==> src/rtl/thresh_stream.sv <==
// Streaming LANES-wide pixel thresholder with per-frame latched cfg and a saturating hit counter.
// Optional frame min/max outputs are enabled by defining THRESH_MINMAX_EN.
module thresh_stream #(
  parameter int unsigned DATA_WIDTH = 8,
  parameter int unsigned LANES      = 4,
  parameter int unsigned CNT_WIDTH  = 16
) (
  input  logic                        clk,
  input  logic                        rst,
  input  logic [DATA_WIDTH-1:0]       cfg_threshold,
  input  logic [1:0]                  cfg_mode,
  input  logic                        in_valid,
  output logic                        in_ready,
  input  logic [DATA_WIDTH*LANES-1:0] in_data,
  input  logic                        in_last,
  output logic                        out_valid,
  input  logic                        out_ready,
  output logic [DATA_WIDTH*LANES-1:0] out_data,
  output logic                        out_last,
  output logic                        cnt_valid,
  output logic [CNT_WIDTH-1:0]        cnt_value,
`ifdef THRESH_MINMAX_EN
  output logic [DATA_WIDTH-1:0]       frame_min,
  output logic [DATA_WIDTH-1:0]       frame_max,
`endif
  output logic                        busy
);

  localparam int unsigned HitW = $clog2(LANES + 1);
  localparam int unsigned BusW = DATA_WIDTH * LANES;

  typedef enum logic [1:0] {
    ModeBinary    = 2'd0,
    ModeBinaryInv = 2'd1,
    ModeTrunc     = 2'd2,
    ModeToZero    = 2'd3
  } mode_e;

  typedef enum logic {StIdle, StInFrame} state_e;

  state_e                state_q;
  logic [DATA_WIDTH-1:0] shadow_thr_q;
  mode_e                 shadow_mode_q;
  logic [CNT_WIDTH-1:0]  acc_q;

  logic                  accept;
  logic                  in_frame;
  logic [DATA_WIDTH-1:0] thr;
  mode_e                 mode;
  logic [DATA_WIDTH-1:0] lane_pix [LANES];
  logic [LANES-1:0]      lane_hit;
  logic [BusW-1:0]       thr_data;
  logic [HitW-1:0]       beat_hits;
  logic [CNT_WIDTH:0]    acc_sum;
  logic [CNT_WIDTH-1:0]  acc_next;

  function automatic logic [DATA_WIDTH-1:0] apply_thresh(input logic [DATA_WIDTH-1:0] p,
                                                         input logic [DATA_WIDTH-1:0] t,
                                                         input mode_e m);
    logic hit;
    logic [DATA_WIDTH-1:0] res;
    hit = (p >= t);
    case (m)
      ModeBinary:    res = hit ? '1 : '0;
      ModeBinaryInv: res = hit ? '0 : '1;
      ModeTrunc:     res = hit ? t : p;
      ModeToZero:    res = hit ? p : '0;
      default:       res = '0;
    endcase
    return res;
  endfunction

  assign in_ready = !out_valid || out_ready;
  assign accept   = in_valid && in_ready;
  assign in_frame = (state_q == StInFrame);

  // The first beat of a frame sees the live cfg; later beats see the latched copy.
  assign thr  = in_frame ? shadow_thr_q : cfg_threshold;
  assign mode = in_frame ? shadow_mode_q : mode_e'(cfg_mode);

  for (genvar i = 0; i < LANES; i++) begin : g_lane
    assign lane_pix[i] = in_data[i*DATA_WIDTH +: DATA_WIDTH];
    assign lane_hit[i] = (lane_pix[i] >= thr);
    assign thr_data[i*DATA_WIDTH +: DATA_WIDTH] = apply_thresh(lane_pix[i], thr, mode);
  end

  always_comb begin
    beat_hits = '0;
    for (int i = 0; i < LANES; i++) begin
      beat_hits = beat_hits + HitW'(lane_hit[i]);
    end
  end

  assign acc_sum  = {1'b0, acc_q} + (CNT_WIDTH + 1)'(beat_hits);
  assign acc_next = acc_sum[CNT_WIDTH] ? '1 : acc_sum[CNT_WIDTH-1:0];

  always_ff @(posedge clk or posedge rst) begin
    if (rst) begin
      state_q       <= StIdle;
      busy          <= 1'b0;
      shadow_thr_q  <= '0;
      shadow_mode_q <= ModeBinary;
    end else if (accept) begin
      if (!in_frame) begin
        shadow_thr_q  <= cfg_threshold;
        shadow_mode_q <= mode_e'(cfg_mode);
      end
      if (in_last) begin
        state_q <= StIdle;
        busy    <= 1'b0;
      end else begin
        state_q <= StInFrame;
        busy    <= 1'b1;
      end
    end
  end

  always_ff @(posedge clk or posedge rst) begin
    if (rst) begin
      out_valid <= 1'b0;
      out_data  <= '0;
      out_last  <= 1'b0;
      cnt_valid <= 1'b0;
      cnt_value <= '0;
      acc_q     <= '0;
    end else begin
      cnt_valid <= accept && in_last;
      if (accept) begin
        out_valid <= 1'b1;
        out_data  <= thr_data;
        out_last  <= in_last;
        if (in_last) begin
          cnt_value <= acc_next;
          acc_q     <= '0;
        end else begin
          acc_q <= acc_next;
        end
      end else if (out_ready) begin
        out_valid <= 1'b0;
      end
    end
  end

`ifdef THRESH_MINMAX_EN
  logic [DATA_WIDTH-1:0] beat_min, beat_max, cur_min, cur_max;
  logic [DATA_WIDTH-1:0] trk_min_q, trk_max_q;

  always_comb begin
    beat_min = '1;
    beat_max = '0;
    for (int i = 0; i < LANES; i++) begin
      if (lane_pix[i] < beat_min) beat_min = lane_pix[i];
      if (lane_pix[i] > beat_max) beat_max = lane_pix[i];
    end
  end

  // Trackers restart from the first beat of each frame.
  assign cur_min = (in_frame && trk_min_q < beat_min) ? trk_min_q : beat_min;
  assign cur_max = (in_frame && trk_max_q > beat_max) ? trk_max_q : beat_max;

  always_ff @(posedge clk or posedge rst) begin
    if (rst) begin
      trk_min_q <= '1;
      trk_max_q <= '0;
      frame_min <= '1;
      frame_max <= '0;
    end else if (accept) begin
      trk_min_q <= cur_min;
      trk_max_q <= cur_max;
      if (in_last) begin
        frame_min <= cur_min;
        frame_max <= cur_max;
      end
    end
  end
`endif

endmodule
==> config.mk <==
export PLATFORM = sky130hd
export DESIGN_NAME = thresh_stream
export DESIGN_NICKNAME = d
export VERILOG_FILES = /design/src/rtl/thresh_stream.sv
export SDC_FILE = /design/constraint.sdc
export NUM_CORES = 1
export LEC_CHECK = 0
export ABC_CLOCK_PERIOD_IN_PS = 6500
export CORE_UTILIZATION = 50
export CTS_BUF_LIST = sky130_fd_sc_hd__clkbuf_4
export DETAILED_ROUTE_END_ITERATION = 8
export PLACE_DENSITY = 0.89
export SLEW_MARGIN = 25
export SYNTH_ARGS = -nofsm -noshare
export SYNTH_HDL_FRONTEND = slang
export SYNTH_SLANG_ARGS = --single-unit
==> constraint.sdc <==
create_clock -name clk -period 6.5 [get_ports clk]
set_clock_uncertainty 0.1 [all_clocks]
set_input_delay 1.625 -clock clk [delete_from_list [all_inputs] [get_ports clk]]
set_output_delay 1.625 -clock clk [all_outputs]
set_load 0.02 [all_outputs]
==> metrics.csv, run 1 <==
metric,value,unit
GPL Wtd Cong,0.925,
RSZ-0062 raised after global routing,false,
multi-input logic area,2550,um^2
Post-CTS Setup Bufs,0,
CTS buffer count,9,
first-pass iteration count of the detailed router,6,
clock transition at the registers of the reported paths,0.14,ns
DRC,0,
Crit path largest cell delay,0.70,ns
cts hold-fix bufs,0,
area grow syn2layout,27.3,%
cell count after placement,687,
Mapped Nets,569,
initial antenna violation count,0,
Final Hold Fails,0,
status,"complete, no violations",
final wirelength,13300,um
Die W,99.4,um
crit path kind,input port to flop,
register area share after synthesis,41.1,%
"Setup violations, final",0,
CTS tree,yes,
# rows,35,
post-CTS resize count,0,
Overflow after GRT,0,
Area contributors post-synth,"dfrtp_1 (41%), ha_1 (8.7%), mux2i_1 (4.4%)",
dpl hpwl,9840,um
clk sinks,78,
Core ar.,9200,um^2
Synth Cell Area,4740,um^2
worst vdd ir,0.214,mV
Worst Path Buf+Inv,5,
final critical-path share of the clock period,94.3,%
PortBufs,99,
Worst Setup End Kind,flop,
CP top delay family,adder cells,
share of cells above drive strength 1,8.28,%
synth warn,0,
Worst EP arrival,6.41,ns
# diodes,0,
initial core utilization,51.6,%
root buf cell,clkbuf_4,
first-pass GRT wire length,21600,um
Critical Path Fanout Max,22,
FILL cells,709,
Static Leak,2.62,nW
top_reg_cell synth,dfrtp_1,
fin nets,670,
vias in the first global route,4355,
cell accounting for the most synthesized area,dfrtp_1,
Detail Route Antenna Nets,0,
worst-margin pin slew,0.822,ns
"flops & latches, synth",78,
hold_ws,0.398,ns
Die Area,9880,um^2
post-DR vias/cell,6.40,
fin worst setup slack,0.370,ns
Tmin final,6.13,ns
Die Span Y,99.4,um
maximum root-to-sink buffer count,2,
Clock Latency Late Sink,0.45,ns
Place WS,0.0393,ns
setup TNS,0,ns
Hold WC Path Type,flop to flop,
Unique masters post-synth,56,
async set-reset flop share out of synthesis,100,%
num ports,100,
Max Fclk,163,MHz
largest net degree at the start of global routing,63,
H-tree levels,3,
area share of the largest cell type after synthesis,41.1,%
crit path cell chain,"clkdlybuf4s50_1, mux2i_1, inv_1, ha_1, nand2b_1, a2111oi_0, o31a_1, inv_2, fa_1, inv_1, fa_1, inv_1, fa_1, nand4_1, or4_4, a31o_2, a21oi_1",
"Power, Total",0.00211,W
DR vias,4502,
Rel. slew slack,45.1,%
number of synthesized flops with an enable pin,0,
FF+latch area,1950,um^2
Maximum Capacitance Violations,0,
post-synthesis instance total,486,
WL/cell,18.9,um
critical path required time,6.78,ns
crit start category,input port,
GRT Resource Usage Total,28.0,%
Final Non-Filler Cells,703,
DRT iter0 DRCs,289,
critical path's slowest cell,or4_4,
Avg Synthesized Cell Area,9.76,um^2
Pins Over Slew Limit,0,
Power Density,349,nW/um^2
[layout make-up]
cell class | instances | area share (%)
clock buffers | 9 | 1.12
clock inverters | 7 | 1.35
flip-flops and latches | 78 | 32.3
well taps | 111 | 2.30
multi-input cells | 344 | 42.2
repair buffers | 114 | 18.3
inverters | 40 | 2.49
[flip-flops by register name (all words and copies together) (netlist names)]
register       count
acc_q             16
in_frame           1
shadow_thr_q       8
out_data          32
cnt_valid          1
cnt_value         16
out_last           1
shadow_mode_q      2
out_valid          1
[tightest hold or removal path, cell delays in order (launching register included)]
cell	delay, ns
dfrtp_1	0.36
nand2_1	0.05
o21ai_0	0.06
[path summary, 6_finish.rpt]
path | startpoint | endpoint | slack, ns | depth (start not counted)
max | cfg_threshold[0] | acc_q[11] | 0.37 | 17
min | shadow_thr_q[1] | shadow_thr_q[1] | 0.40 | 2
max reg2reg | in_frame | acc_q[11] | 0.97 | 16
min reg2reg | shadow_thr_q[1] | shadow_thr_q[1] | 0.40 | 2
max in group asynchronous | rst | acc_q[5] | 3.76 | 3
min in group asynchronous | rst | cnt_valid | 1.48 | 2
[routing by layer]
metal | vias to the layer above | global-route usage, % | part of all wire, %
met4 | 0 | 15.6 | 4.5
met3 | 67 | 5.97 | 8.6
met1 | 2122 | 34.5 | 39
met2 | 293 | 46.0 | 47
li1 | 2020 | - | -
met5 | - | 0 | 0
[per-stage QoR]
stage	util (%)	cell area, um^2
after floorplan	-	4740
after global placement	64.0	5890
after detailed placement	64.0	5890
after CTS	65.6	6030
after global routing	65.7	6040
final	65.7	6040
[synth_stat cells (4+ instances only)]
cell	instances
a21oi_1	22
a221o_1	6
a22oi_1	26
a31oi_1	16
and4_1	4
clkbuf_1	20
dfrtp_1	78
ha_1	33
inv_1	39
mux2i_1	21
nand2_1	30
nand2b_1	7
nand3_1	10
nand4_1	6
nor2_1	41
nor3_1	4
o211ai_1	10
o21a_1	11
o21ai_0	19
o221ai_1	18
xnor2_1	10
[cell families (layout without fill, tap and decap cells)]
logic type,after synthesis,after routing,synth area share [%]
adder cells (fa/ha/maj),36,36,9.97
XOR/XNOR,13,13,2.40
flip-flops,78,78,41.1
buffers and inverters,64,170,5.35
AO/OA/AOI/OAI,154,154,23.9
AND/OR/NAND/NOR,117,117,12.1
multiplexers,24,24,5.20
[power by group]
| group | internal, W | switching (W) | total [W] |
|---|---|---|---|
| logic | 0.000494 | 0.000570 | 0.00106 |
| clock network | 0.000122 | 0.000191 | 0.000313 |
| registers | 0.000625 | 0.000109 | 0.000735 |
| total | 0.00124 | 0.000870 | 0.00211 |
[placed cells by master, fill, tap and decap left out, drive strengths merged, types with 7 or more instances in the layout]
cell            n
clkdlybuf4s50  99
buf            15
clkbuf          9
dfrtp          78
nor2           41
o211ai         11
mux2i          22
nand3          10
inv            42
ha             33
a22oi          26
o21ai          19
nand2          30
xnor2          10
nand4           7
o221ai         18
o21a           11
a21oi          22
nand2b          7
a31oi          16
No activity file was read; power rests on OpenSTA's default activity.
==> run 2, diff against run 1 <==
--- a/config.mk
+++ b/config.mk
@@ -5,11 +5,12 @@
 export SDC_FILE = /design/constraint.sdc
 export NUM_CORES = 1
 export LEC_CHECK = 0
+export ABC_AREA = 1
 export ABC_CLOCK_PERIOD_IN_PS = 6500
 export CORE_UTILIZATION = 50
 export CTS_BUF_LIST = sky130_fd_sc_hd__clkbuf_4
 export DETAILED_ROUTE_END_ITERATION = 8
-export PLACE_DENSITY = 0.89
+export PLACE_DENSITY = 0.86
 export SLEW_MARGIN = 25
 export SYNTH_ARGS = -nofsm -noshare
 export SYNTH_HDL_FRONTEND = slang
==> run 2 against run 1 <==
Net effect: first-iteration DRC count is 49% higher; clock-buffer cell count stayed put; design area is 17% higher; critical endpoint is now cnt_value[5].
==> metrics.csv, run 2 <==
metric,value,unit
async set-reset flop share out of synthesis,100,%
DR vias,5692,
Static Leak,3.72,nW
"commonest non-fill, non-tap cell in the layout",nand2_1,
critical path required time,6.78,ns
FILL cells,995,
largest register by flop count,out_data,
Rel. slew slack,47.8,%
cell accounting for the most synthesized area,dfrtp_1,
post-CTS resize count,0,
Die Span Y,109,um
CTS tree,yes,
dpl hpwl,10500,um
"Setup violations, final",0,
top_reg_cell synth,dfrtp_1,
WL/cell,13.7,um
Synth Cell Area,5760,um^2
Final Hold Fails,0,
final critical-path share of the clock period,90.5,%
Maximum Capacitance Violations,0,
area share of the largest cell type after synthesis,33.9,%
FF-to-FF setup slack,1.26,ns
multi-input logic area,3100,um^2
Worst Hold Endpoint,cnt_value[3],
Unique masters post-synth,35,
Area contributors post-synth,"dfrtp_1 (34%), nand2_1 (17%), nand3_1 (10%)",
Die Area,12000,um^2
Worst Setup End Kind,flop,
FF+latch area,1950,um^2
most common cell in the synthesized netlist,nand2_1,
crit path kind,input port to flop,
WHS Path Cells,2,
Overflow after GRT,0,
Die W,109,um
register area share after synthesis,33.9,%
DRT iter0 DRCs,430,
PortBufs,99,
initial core utilization,52.2,%
cts hold-fix bufs,0,
crit start category,input port,
Tmin final,5.88,ns
reg2reg path depth,16,
Pins Over Slew Limit,0,
final wirelength,15000,um
first-pass iteration count of the detailed router,5,
setup TNS,0,ns
Power Density,288,nW/um^2
fin nets,1034,
Critical Path Fanout Max,16,
root buf cell,clkbuf_4,
HP Start,cnt_value[3],
Clock Latency Late Sink,0.46,ns
post-DR vias/cell,5.19,
Max Fclk,170,MHz
RSZ-0062 raised after global routing,false,
post-synthesis instance total,854,
"commonest cells after routing, fill and taps aside","nand2_1 (267), inv_1 (143), nand3_1 (118)",
Post-CTS Setup Bufs,0,
# rows,38,
synth warn,0,
GPL Wtd Cong,0.911,
Mapped Nets,937,
RR Endpoint,cnt_value[5],
Detail Route Antenna Nets,0,
vias in the first global route,5168,
number of synthesized flops with an enable pin,0,
GRT Resource Usage Total,26.4,%
DRC,0,
Core ar.,11000,um^2
Worst EP arrival,6.16,ns
worst-margin pin slew,0.781,ns
clk sinks,78,
area grow syn2layout,22.2,%
max FFs per register,32,
# diodes,0,
hold_ws,0.395,ns
Avg Synthesized Cell Area,6.75,um^2
"flops & latches, synth",78,
synth cell count leaders,"nand2_1 (267), inv_1 (144), nand3_1 (118)",
Hold WC Path Type,flop to flop,
clock transition at the registers of the reported paths,0.14,ns
status,"complete, no violations",
H-tree levels,3,
initial antenna violation count,0,
CTS buffer count,9,
worst r2r src,in_frame,
largest net degree at the start of global routing,58,
first-pass GRT wire length,24300,um
biggest regs,"out_data: 32 flops, acc_q: 16 flops, cnt_value: 16 flops",
maximum root-to-sink buffer count,2,
share of cells above drive strength 1,8.47,%
num ports,100,
worst vdd ir,0.169,mV
-- run 2: area by class of cell --
cell class / instances / area share (%)
well taps: 140 / 2.49
repair buffers: 112 / 15.5
clock inverters: 7 / 1.46
multi-input cells: 602 / 44.0
clock buffers: 9 / 0.960
flip-flops and latches: 78 / 27.7
inverters: 148 / 7.91
-- run 2: logic make-up after synthesis --
kind of cell	share of synthesized area (%)
compound gates	5.91
fa+ha+maj	8.21
buf+inv	12.4
flops	33.9
mux	1.22
simple gates	38.4
-- run 2: stage by stage --
stage	power [W]	utilization, %	cell area (um^2)	instances	setup WS, ns
2_1_floorplan	0.00131	-	5760	854	1.12
3_3_place_gp	0.00164	62.3	6870	1080	0.463
3_5_place_dp	0.00166	62.3	6870	1080	0.273
4_1_cts	0.00203	63.8	7040	1096	0.709
5_1_grt	0.00218	63.8	7040	1096	0.331
6_report	0.00203	63.8	7040	1096	0.621
-- run 2: how the worst max path moves through the flow --
stage | from | to | slack [ns]
after floorplan | cfg_threshold[0] | acc_q[9] | 1.12
after global placement | cfg_threshold[7] | cnt_value[5] | 0.46
after detailed placement | cfg_threshold[7] | cnt_value[5] | 0.27
after CTS | cfg_threshold[7] | cnt_value[5] | 0.71
after global routing | cfg_threshold[7] | acc_q[14] | 0.33
final | cfg_threshold[7] | cnt_value[5] | 0.62
-- run 2: power breakdown --
part	switching (W)	total (W)	internal (W)
logic	0.000598	0.00102	0.000418
registers	0.0000643	0.000652	0.000588
clock network	0.000201	0.000362	0.000162
total	0.000863	0.00203	0.00117
-- run 2: layer usage --
metal / vias to the layer above / track usage [%] / wire length, um
li1: 2844 / - / -
met5: - / 0 / 0
met4: 0 / 9.81 / 312
met1: 2593 / 36.8 / 6760
met2: 229 / 41.6 / 6790
met3: 26 / 4.09 / 1160
-- run 2: critical path: stages --
cell and delay (ns):
clkdlybuf4s50_1 0.42, mux2i_1 0.41, ha_1 0.35, a21oi_1 0.22
o21a_1 0.41, nand2_2 0.13, fa_1 0.51, inv_1 0.05
fa_1 0.36, inv_1 0.09, fa_1 0.27, nand2_1 0.11
nor2_1 0.29, nand4_2 0.47, inv_1 0.21, a21oi_1 0.07
o21ai_0 0.14
==> run 3, diff against run 2 <==
--- a/config.mk
+++ b/config.mk
@@ -7,6 +7,7 @@
 export LEC_CHECK = 0
 export ABC_AREA = 1
 export ABC_CLOCK_PERIOD_IN_PS = 6500
+export CORE_ASPECT_RATIO = 1.2
 export CORE_UTILIZATION = 50
 export CTS_BUF_LIST = sky130_fd_sc_hd__clkbuf_4
 export DETAILED_ROUTE_END_ITERATION = 8
==> run 3 against run 2 <==
Net effect: highest routed layer unchanged; combinational power barely moved; design area up 0.41%; sequential power barely moved; die area is essentially flat.
==> metrics.csv, run 3 (same netlist as run 2, synthesis figures left out) <==
metric,value,unit
status,"complete, no violations",
"Setup violations, final",0,
crit path kind,input port to flop,
critical path required time,6.77,ns
root buf cell,clkbuf_4,
Post-CTS Setup Bufs,0,
worst r2r src,in_frame,
DRT iter0 DRCs,423,
share of cells above drive strength 1,8.66,%
Core ar.,11100,um^2
dpl hpwl,10700,um
clock transition at the registers of the reported paths,0.14,ns
setup TNS,0,ns
HP Start,cnt_value[9],
Static Leak,3.73,nW
GRT Resource Usage Total,26.6,%
post-DR vias/cell,5.13,
crit start category,input port,
cts hold-fix bufs,0,
Overflow after GRT,0,
num ports,100,
# diodes,0,
RSZ-0062 raised after global routing,false,
largest net degree at the start of global routing,79,
biggest regs,"out_data: 32 flops, acc_q: 16 flops, cnt_value: 16 flops",
Die Span Y,120,um
CTS tree,yes,
initial antenna violation count,0,
RR Endpoint,acc_q[14],
largest register by flop count,out_data,
# rows,42,
worst vdd ir,0.152,mV
H-tree levels,3,
Critical Path Fanout Max,16,
area grow syn2layout,22.7,%
Tmin final,5.55,ns
WHS Path Cells,2,
FF-to-FF setup slack,1.54,ns
Pins Over Slew Limit,0,
first-pass iteration count of the detailed router,7,
max FFs per register,32,
DR vias,5708,
maximum root-to-sink buffer count,2,
clk sinks,78,
Hold WC Path Type,flop to flop,
DRC,0,
WL/cell,13.6,um
Worst Hold Endpoint,cnt_value[9],
Detail Route Antenna Nets,0,
"commonest non-fill, non-tap cell in the layout",nand2_1,
worst-margin pin slew,1.07,ns
"commonest cells after routing, fill and taps aside","nand2_1 (267), inv_1 (143), nand3_1 (118)",
final wirelength,15200,um
vias in the first global route,5506,
Rel. slew slack,28.3,%
Worst Setup End Kind,flop,
CTS buffer count,9,
post-CTS resize count,0,
"Power, Total",0.00201,W
first-pass GRT wire length,25300,um
Power Density,284,nW/um^2
fin nets,1037,
Maximum Capacitance Violations,0,
final critical-path share of the clock period,85.4,%
GPL Wtd Cong,0.909,
Die Area,12000,um^2
Max Fclk,180,MHz
Die W,100,um
Clock Latency Late Sink,0.46,ns
reg2reg path depth,22,
Final Hold Fails,0,
Worst EP arrival,5.82,ns
PortBufs,99,
initial core utilization,51.7,%
==> run 3: area by class of cell <==
| class | instances | area (um^2) |
|---|---|---|
| Tap cell | 154 | 193 |
| Fill cell | 1002 | 4070 |
| Sequential cell | 78 | 1950 |
| Clock buffer | 9 | 67.6 |
| Clock inverter | 6 | 87.6 |
| Inverter | 148 | 557 |
| Timing Repair Buffer | 115 | 1110 |
| Multi-Input combinational cell | 602 | 3100 |
==> run 3: worst max-delay path: stages <==
cell and delay, ns:
clkdlybuf4s50_1 0.47, mux2i_1 0.10, buf_4 0.20, ha_1 0.28, a21oi_1 0.15, o21a_1 0.36
nand2_2 0.12, fa_1 0.50, inv_1 0.05, fa_1 0.36, inv_1 0.09, fa_1 0.26
nand2_1 0.11, nor2_1 0.27, nand4_2 0.42, nand3_1 0.27, nand2_1 0.06, o21ai_0 0.10
==> run 3: power breakdown <==
part / switching [W] / total (W) / internal (W)
clock network: 0.000186 / 0.000340 / 0.000154
registers: 0.0000654 / 0.000654 / 0.000588
logic: 0.000593 / 0.00102 / 0.000424
total: 0.000844 / 0.00201 / 0.00117
==> run 3: worst max path at each step <==
stage / cells after the start / from / end
2_1_floorplan: 22 / cfg_threshold[0] / acc_q[9]
3_3_place_gp: 18 / cfg_threshold[5] / acc_q[2]
3_5_place_dp: 18 / cfg_threshold[5] / acc_q[11]
4_1_cts: 18 / cfg_threshold[5] / acc_q[14]
5_1_grt: 18 / cfg_threshold[5] / acc_q[4]
6_report: 18 / cfg_threshold[5] / acc_q[14]
==> run 3: per-stage QoR <==
stage | utilization [%] | worst slack, ns | std cells | area, um^2 | hold WS (ns)
floorplan | - | 1.12 | 854 | 5760 | 0.346
detailed placement | 62.0 | 0.468 | 1097 | 6910 | 0.366
CTS | 63.4 | 0.943 | 1112 | 7070 | 0.399
finish | 63.5 | 0.952 | 1112 | 7070 | 0.396
global route | 63.5 | 0.495 | 1112 | 7070 | 0.414
global placement | 62.0 | 0.620 | 1097 | 6910 | 0.361
==> run 3: layer usage <==
metal	global-route usage (%)	vias to the layer above	share of wire, %
met5	0	-	0
met4	13.7	0	3.6
met3	4.37	42	5.9
met2	45.1	230	49
met1	32.2	2591	42
li1	-	2845	-
